$ cat src/rtl/mem_port_arbiter.sv
// Arbitrates one single-port synchronous SRAM between instruction fetch and data access.
// Data has priority; a saturating starvation counter forces a fetch grant after STARVE_MAX losses.
module mem_port_arbiter #(
  parameter int unsigned STARVE_MAX = 4
) (
  input  logic        clk,
  input  logic        rst,
  input  logic        inst_req,
  input  logic [31:0] inst_addr,
  output logic        inst_gnt,
  output logic        inst_rvalid,
  output logic [31:0] inst_rdata,
  input  logic        inst_rready,
  input  logic        data_req,
  input  logic [3:0]  data_we,
  input  logic [31:0] data_addr,
  input  logic [31:0] data_wdata,
  output logic        data_gnt,
  output logic        data_rvalid,
  output logic [31:0] data_rdata,
  input  logic        data_rready,
  output logic        sram_en,
  output logic [3:0]  sram_we,
  output logic [31:0] sram_addr,
  output logic [31:0] sram_wdata,
  input  logic [31:0] sram_rdata
);

  localparam logic [1:0] S_IDLE = 2'd0;
  localparam logic [1:0] S_WAIT = 2'd1;
  localparam logic [1:0] S_HOLD = 2'd2;

  localparam logic [3:0] STARVE_LIM = 4'(STARVE_MAX);

  logic [1:0]  state;
  logic        owner;      // 0: fetch, 1: data
  logic        is_write;
  logic [31:0] hold_q;
  logic [3:0]  starve_cnt;
  logic        rst_q;

  logic        blk;
  logic        owner_rready;
  logic        can_issue;
  logic        starve_hit;
  logic        resp_valid;
  logic [31:0] resp_data;

  // rst_q keeps every output quiet for the cycle following reset as well.
  always_comb begin
    blk          = rst | rst_q;
    owner_rready = owner ? data_rready : inst_rready;
    can_issue    = !blk && ((state == S_IDLE) || owner_rready);
    starve_hit   = inst_req && (starve_cnt == STARVE_LIM);

    inst_gnt = can_issue && inst_req && (starve_hit || !data_req);
    data_gnt = can_issue && data_req && !starve_hit;

    resp_valid = !rst && (state != S_IDLE);
    resp_data  = (state == S_WAIT) ? (is_write ? '0 : sram_rdata) : hold_q;

    inst_rvalid = resp_valid && !owner;
    data_rvalid = resp_valid && owner;
    inst_rdata  = inst_rvalid ? resp_data : '0;
    data_rdata  = data_rvalid ? resp_data : '0;

    sram_en    = inst_gnt | data_gnt;
    sram_we    = data_gnt ? data_we : '0;
    sram_addr  = data_gnt ? data_addr : (inst_gnt ? inst_addr : '0);
    sram_wdata = data_gnt ? data_wdata : '0;
  end

  always_ff @(posedge clk) begin
    if (rst) begin
      state      <= S_IDLE;
      owner      <= 1'b0;
      is_write   <= 1'b0;
      hold_q     <= '0;
      starve_cnt <= '0;
      rst_q      <= 1'b1;
    end else begin
      rst_q <= 1'b0;

      case (state)
        S_IDLE: if (sram_en) state <= S_WAIT;
        S_WAIT: begin
          if (owner_rready) begin
            state <= sram_en ? S_WAIT : S_IDLE;
          end else begin
            hold_q <= resp_data;
            state  <= S_HOLD;
          end
        end
        S_HOLD: if (owner_rready) state <= sram_en ? S_WAIT : S_IDLE;
        default: state <= S_IDLE;
      endcase

      if (sram_en) begin
        owner    <= data_gnt;
        is_write <= data_gnt && (data_we != 4'h0);
      end

      if (inst_gnt || !inst_req)
        starve_cnt <= '0;
      else if (data_gnt && (starve_cnt != STARVE_LIM))
        starve_cnt <= starve_cnt + 4'd1;
    end
  end

endmodule

$ cat config.mk
export PLATFORM = sky130hd
export DESIGN_NAME = mem_port_arbiter
export DESIGN_NICKNAME = d
export VERILOG_FILES = /design/src/rtl/mem_port_arbiter.sv
export SDC_FILE = /design/constraint.sdc
export NUM_CORES = 1
export LEC_CHECK = 0
export BUFFER_PORTS_ARGS = -buffer_cell sky130_fd_sc_hd__clkbuf_2
export CAP_MARGIN = 25
export CORE_MARGIN = 4
export CORE_UTILIZATION = 30
export CTS_BUF_LIST = sky130_fd_sc_hd__clkbuf_2
export DETAILED_ROUTE_END_ITERATION = 8
export PLACE_DENSITY = 0.67
export SLEW_MARGIN = 25
export SYNTH_ARGS = -nofsm -noshare
export SYNTH_HDL_FRONTEND = slang
export SYNTH_SLANG_ARGS = --single-unit
$ cat constraint.sdc
create_clock -name clk -period 4.2 [get_ports clk]
set_input_delay 0.84 -clock clk [delete_from_list [all_inputs] [get_ports clk]]
set_output_delay 0.84 -clock clk [all_outputs]
set_load 0.005 [all_outputs]
# Yosys cells after proc, flatten, opt, wreduce, memory -nomap -nowiden
# Cells that the tools add are included.
[op_classes]
addsub = 1
eq_ne = 6
muxes = 15
bitwise = 3
reduce_logical = 26
[op_table]
columns = ["op", "n"]
rows = [
  ["32-bit 2-to-1 mux", 7],
  ["1-bit logical AND", 11],
  ["1-bit zero test", 6],
  ["2-bit 2-to-1 mux", 3],
  ["2-bit case mux with 3 select lines", 1],
  ["4-bit by 1-bit adder with 4-bit output (second input constant)", 1],
  ["4-bit by 3-bit equality test with 1-bit output (second input constant)", 1],
  ["4-bit 2-to-1 mux", 1],
  ["2-bit inequality test (second input constant)", 2],
  ["4-bit by 3-bit inequality test with 1-bit output (second input constant)", 1],
  ["2-bit AND reduction", 2],
  ["4-bit nonzero test", 1],
  ["1-bit logical OR", 3],
  ["1-bit 2-to-1 mux", 3],
  ["2-bit by 1-bit equality test with 1-bit output (second input constant)", 1],
  ["2-bit equality test (second input constant)", 1],
  ["2-bit zero test", 1],
  ["1-bit OR", 2],
  ["2-bit nonzero test", 1],
  ["2-bit OR reduction", 1],
  ["1-bit NOT", 1],
]
[totals]
ff_bits = 41
out_inout_bits = 137

# Depth between registers and ports, before layout
[depth]
depth_word = 9
ltp_mapped = 7
depth_no_buf = 6

# Least setup slack after synthesis
# No wires, ideal clock.
[synth_path]
path_kind = "input to output"
start = "input port data_rready"
end = "output port sram_addr[22]"
arrival_ns = 1.964
t_required_ns = 3.360
path_slack_ns = 1.396
path_stages = 6
path_buffers = 2
path_cell_list = "mux2i_1 a211o_1 buf_6 nor3_4 buf_2 a22o_1"
[synth_via]
elab_chain_cells = 7
word_cells_on_any_way = 9
cone_classes = "mux: 3; reduce/logical: 6"
[synth_rtl]
columns = ["element", "line_no", "source"]
rows = [
  ["start, declared", "21", "input logic data_rready,"],
  ["1-bit 2-to-1 mux", "52", "owner_rready = owner ? data_rready : inst_rready;"],
  ["1-bit logical OR", "53", "can_issue = !blk && ((state == S_IDLE) || owner_rready);"],
  ["1-bit logical AND", "53", ""],
  ["1-bit logical AND (2 in series)", "56", "inst_gnt = can_issue && inst_req && (starve_hit || !data_req);"],
  ["via inst_gnt", "10", "output logic inst_gnt,"],
  ["32-bit 2-to-1 mux (2 in series)", "69", "sram_addr = data_gnt ? data_addr : (inst_gnt ? inst_addr : '0);"],
  ["end, declared", "24", "output logic [31:0] sram_addr,"],
]
# The timed path passes the listed nets, and every way through them passes these cells.

# Worst setup path after layout
[layout_path]
start = "register state[1]"
end = "output port inst_rdata[29]"
[layout_via]
elab_chain_cells = 4
word_cells_on_any_way = 6
cone_classes = "eq/ne: 1; mux: 2; reduce/logical: 3"
[layout_rtl]
columns = ["element", "line_no", "source"]
rows = [
  ["start, declared", "35", "logic [1:0] state;"],
  ["start signal, assigned", "88", "state <= sram_en ? S_WAIT : S_IDLE;"],
  ["start signal, assigned", "94", "S_HOLD: if (owner_rready) state <= sram_en ? S_WAIT : S_IDLE;"],
  ["2-bit nonzero test", "59", "resp_valid = !rst && (state != S_IDLE);"],
  ["1-bit logical AND", "59", ""],
  ["1-bit logical AND", "62", "inst_rvalid = resp_valid && !owner;"],
  ["32-bit 2-to-1 mux (*)", "64", "inst_rdata = inst_rvalid ? resp_data : '0;"],
  ["end, declared", "12", "output logic [31:0] inst_rdata,"],
]
# Every way passes the cells marked *; elsewhere a longest branch is shown, timed or not.

==> metrics.csv <==
stage;metric;value;unit
run_status;status;finished, final reports clean;
global_route;gr-total-overflow;0;
synthesis;yosysWarnings;0;
global_route;grt_start_max_net_pins;66;
detailed_routing;ant_nets;0;
floorplan;die_h;108;um
placed_design;place_hpwl;9070;um
global_route;grt_util_all_layers;18.1;%
flow_run;maxCapViolations;0;
cells_and_area;final_cell_mix;clkbuf_2, a21oi_1, nor2_1;
floorplan;design.core.area;9770;um2
timing;setup_violations;0;
floorplan;rows;36;
power_and_ir_drop;p_leak;2.26;nW
synthesis;syn_inst;433;
critical_path;critical_path.max_fanout;49;
detailed_routing;wirelength;11500;um
cells_and_area;diodes;0;
detailed_routing;drtPass1Iterations;4;
cells_and_area;syn2layout_area_growth;49.3;%
cts;numCtsBuffers;5;
floorplan;ioPinCount;275;
cells_and_area;drive_above_1_share;44.4;%
detailed_routing;wl_per_cell;14.2;um
cts;cts_max_path_buffers;2;
critical_path;r2r_slack;2.01;ns
placed_design;io_buffers;274;
cts;insertion_delay;0.39;ns
timing;grt_setup_unrepaired;false;
floorplan;dieArea;11700;um2
synthesis;synth.avg_cell_area;6.98;um2
critical_path;cp.arrival;2.47;ns
power_and_ir_drop;cellPowerDensity;200;nW/um2
cts;clock-root-buffer;clkbuf_2;
synthesis;synth.net_count;573;
synthesis;synth_area;3020;um2
timing;final.setup.tns;0;ns
floorplan;initial_core_util;30.9;%
synthesis;ys_types;37;
synthesis;synth-seq-area-share;27.2;%
placed_design;gp_congestion;0.863;
detailed_routing;vias_per_cell;4.94;
timing;period_minus_slack;3.31;ns
critical_path;crit_type;reg -> out;
timing;hold_viol;0;
timing;period_share;78.7;%
critical_path;critPathLaunchType;register;
cells_and_area;fin_cells;809;
cts;h-tree-depth;2;
timing;max_freq;303;MHz
detailed_routing;num_vias;3999;
cts;path_clk_slew;0.23;ns
timing;max_slew.worst_pin.slew;0.977;ns
floorplan;die_w;108;um
timing;slew_headroom;34.9;%
cts;cts_setup_buffers;0;
worst_hold_path;hp-class;reg -> reg;
critical_path;end_kind;primary output;
placed_design;place_inst;801;
timing;finClkSkew;0.0213;ns
timing;drv_slew;0;
power_and_ir_drop;ir_drop;0.000122;V
global_route;grt_pass1_vias;3800;
cts;clock-sinks;41;
cells_and_area;layout_commonest_cell;clkbuf_2;
cells_and_area;nets;815;
cts;tritoncts;done;
synthesis;ys_ff_latch;41;
detailed_routing;drt-initial-drc-count;215;
detailed_routing;drc;0;
cts;post_cts_resize_count;0;
critical_path;crit_required;3.36;ns
global_route;grt_first_pass_wirelength;17800;um
global_route;antenna_found_initial;0;
cts;cts_hold_buf;0;
-- routing by layer --
layer	global-route usage [%]	routed length [um]	vias to the layer above	part of all wire, %
li1	-	-	2015	-
met1	21.8	4680	1836	41
met2	33.5	5960	135	52
met3	3.70	735	13	6.4
met4	3.25	117	0	1.0
met5	0	0	-	0
-- path summary, 6_finish.rpt --
check	end	cells past startpoint	startpoint
setup / recovery	inst_rdata[29]	6	state[1]$_SDFFE_PP0P_
setup reg to reg	hold_q[28]$_SDFFE_PP0P_	4	state[1]$_SDFFE_PP0P_
hold reg to reg	hold_q[29]$_SDFFE_PP0P_	2	hold_q[29]$_SDFFE_PP0P_
hold / removal	hold_q[29]$_SDFFE_PP0P_	2	hold_q[29]$_SDFFE_PP0P_
-- flip-flops by register name, summed over array words and instances, names as in the netlist --
signal      count
state           2
starve_cnt      4
is_write        1
hold_q         32
rst_q           1
owner           1
-- cells by family after synthesis --
| logic type | after synthesis | synth area share [%] |
|---|---|---|
| adders and majority gates | 2 | 0.828 |
| DFF | 41 | 27.2 |
| xor gates and xnor gates | 1 | 0.290 |
| muxes | 2 | 0.704 |
| buffers and inverters | 53 | 7.08 |
| AOI/OAI and AO/OA | 116 | 24.1 |
| and+or+nand+nor | 218 | 39.9 |
-- cell type report --
class                   count  area (um2)
well taps                 133         166
multi-input cells         339        2000
repair buffers            282        1430
inverters                   6        22.5
flip-flops and latches     41         822
clock buffers               5        25.0
clock inverters             3        41.3
fillers                  1047        5260
-- power by group --
group	leakage [nW]	switching, mW	internal [mW]
Combinational	1.89	0.124	0.120
Sequential	0.333	0.0191	0.402
Clock	0.0366	0.137	0.0986
-- cell usage after synthesis --
| cell | number | area [um2] |
|---|---|---|
| a211o_1 | 1 | 8.76 |
| a211oi_1 | 1 | 7.51 |
| a21o_1 | 1 | 7.51 |
| a21oi_1 | 71 | 355 |
| a22o_1 | 32 | 280 |
| a311oi_1 | 1 | 8.76 |
| a31oi_1 | 1 | 6.26 |
| and2_1 | 1 | 6.26 |
| and3_1 | 36 | 225 |
| and3b_1 | 1 | 8.76 |
| buf_1 | 5 | 18.8 |
| buf_2 | 6 | 30.0 |
| buf_6 | 1 | 11.3 |
| clkbuf_1 | 35 | 131 |
| dfxtp_1 | 41 | 821 |
| ha_1 | 2 | 25.0 |
| inv_1 | 6 | 22.5 |
| mux2_2 | 1 | 11.3 |
| mux2i_1 | 1 | 10.0 |
| nand2_1 | 33 | 124 |
| nand2b_1 | 3 | 18.8 |
| nand3b_1 | 33 | 248 |
| nand4_1 | 3 | 18.8 |
| nor2_1 | 68 | 255 |
| nor2_2 | 1 | 6.26 |
| nor3_1 | 1 | 5.00 |
| nor3_4 | 1 | 16.3 |
| nor3b_1 | 32 | 240 |
| nor4_1 | 1 | 6.26 |
| o21a_1 | 1 | 7.51 |
| o21ai_0 | 3 | 15.0 |
| o31ai_1 | 3 | 22.5 |
| o32ai_1 | 1 | 8.76 |
| or2_2 | 2 | 12.5 |
| or3_1 | 1 | 6.26 |
| or4_1 | 1 | 7.51 |
| xnor2_1 | 1 | 8.76 |
-- metrics by stage --
| step | power [mW] | area (um2) | setup slack [ns] | utilization (%) | hold slack (ns) |
|---|---|---|---|---|---|
| final | 0.901 | 4510 | 0.895 | 46.2 | 0.468 |
| after global routing | 0.957 | 4510 | 0.565 | 46.2 | 0.491 |
| after CTS | 0.913 | 4510 | 0.832 | 46.1 | 0.473 |
| after detailed placement | 0.674 | 4440 | 0.976 | 45.5 | 0.447 |
| after global placement | 0.667 | 4440 | 1.05 | 45.5 | 0.442 |
| after floorplan | 0.554 | 3020 | 1.40 | - | 0.437 |
-- worst max-delay path, stage by stage (launching register included) --
cell      delay, ns
dfxtp_1        0.45
nand2b_2       0.73
buf_4          0.35
nor3b_1        0.08
a21oi_1        0.23
nor2_1         0.08
clkbuf_2       0.13
Power figures use the tool's default switching activity.
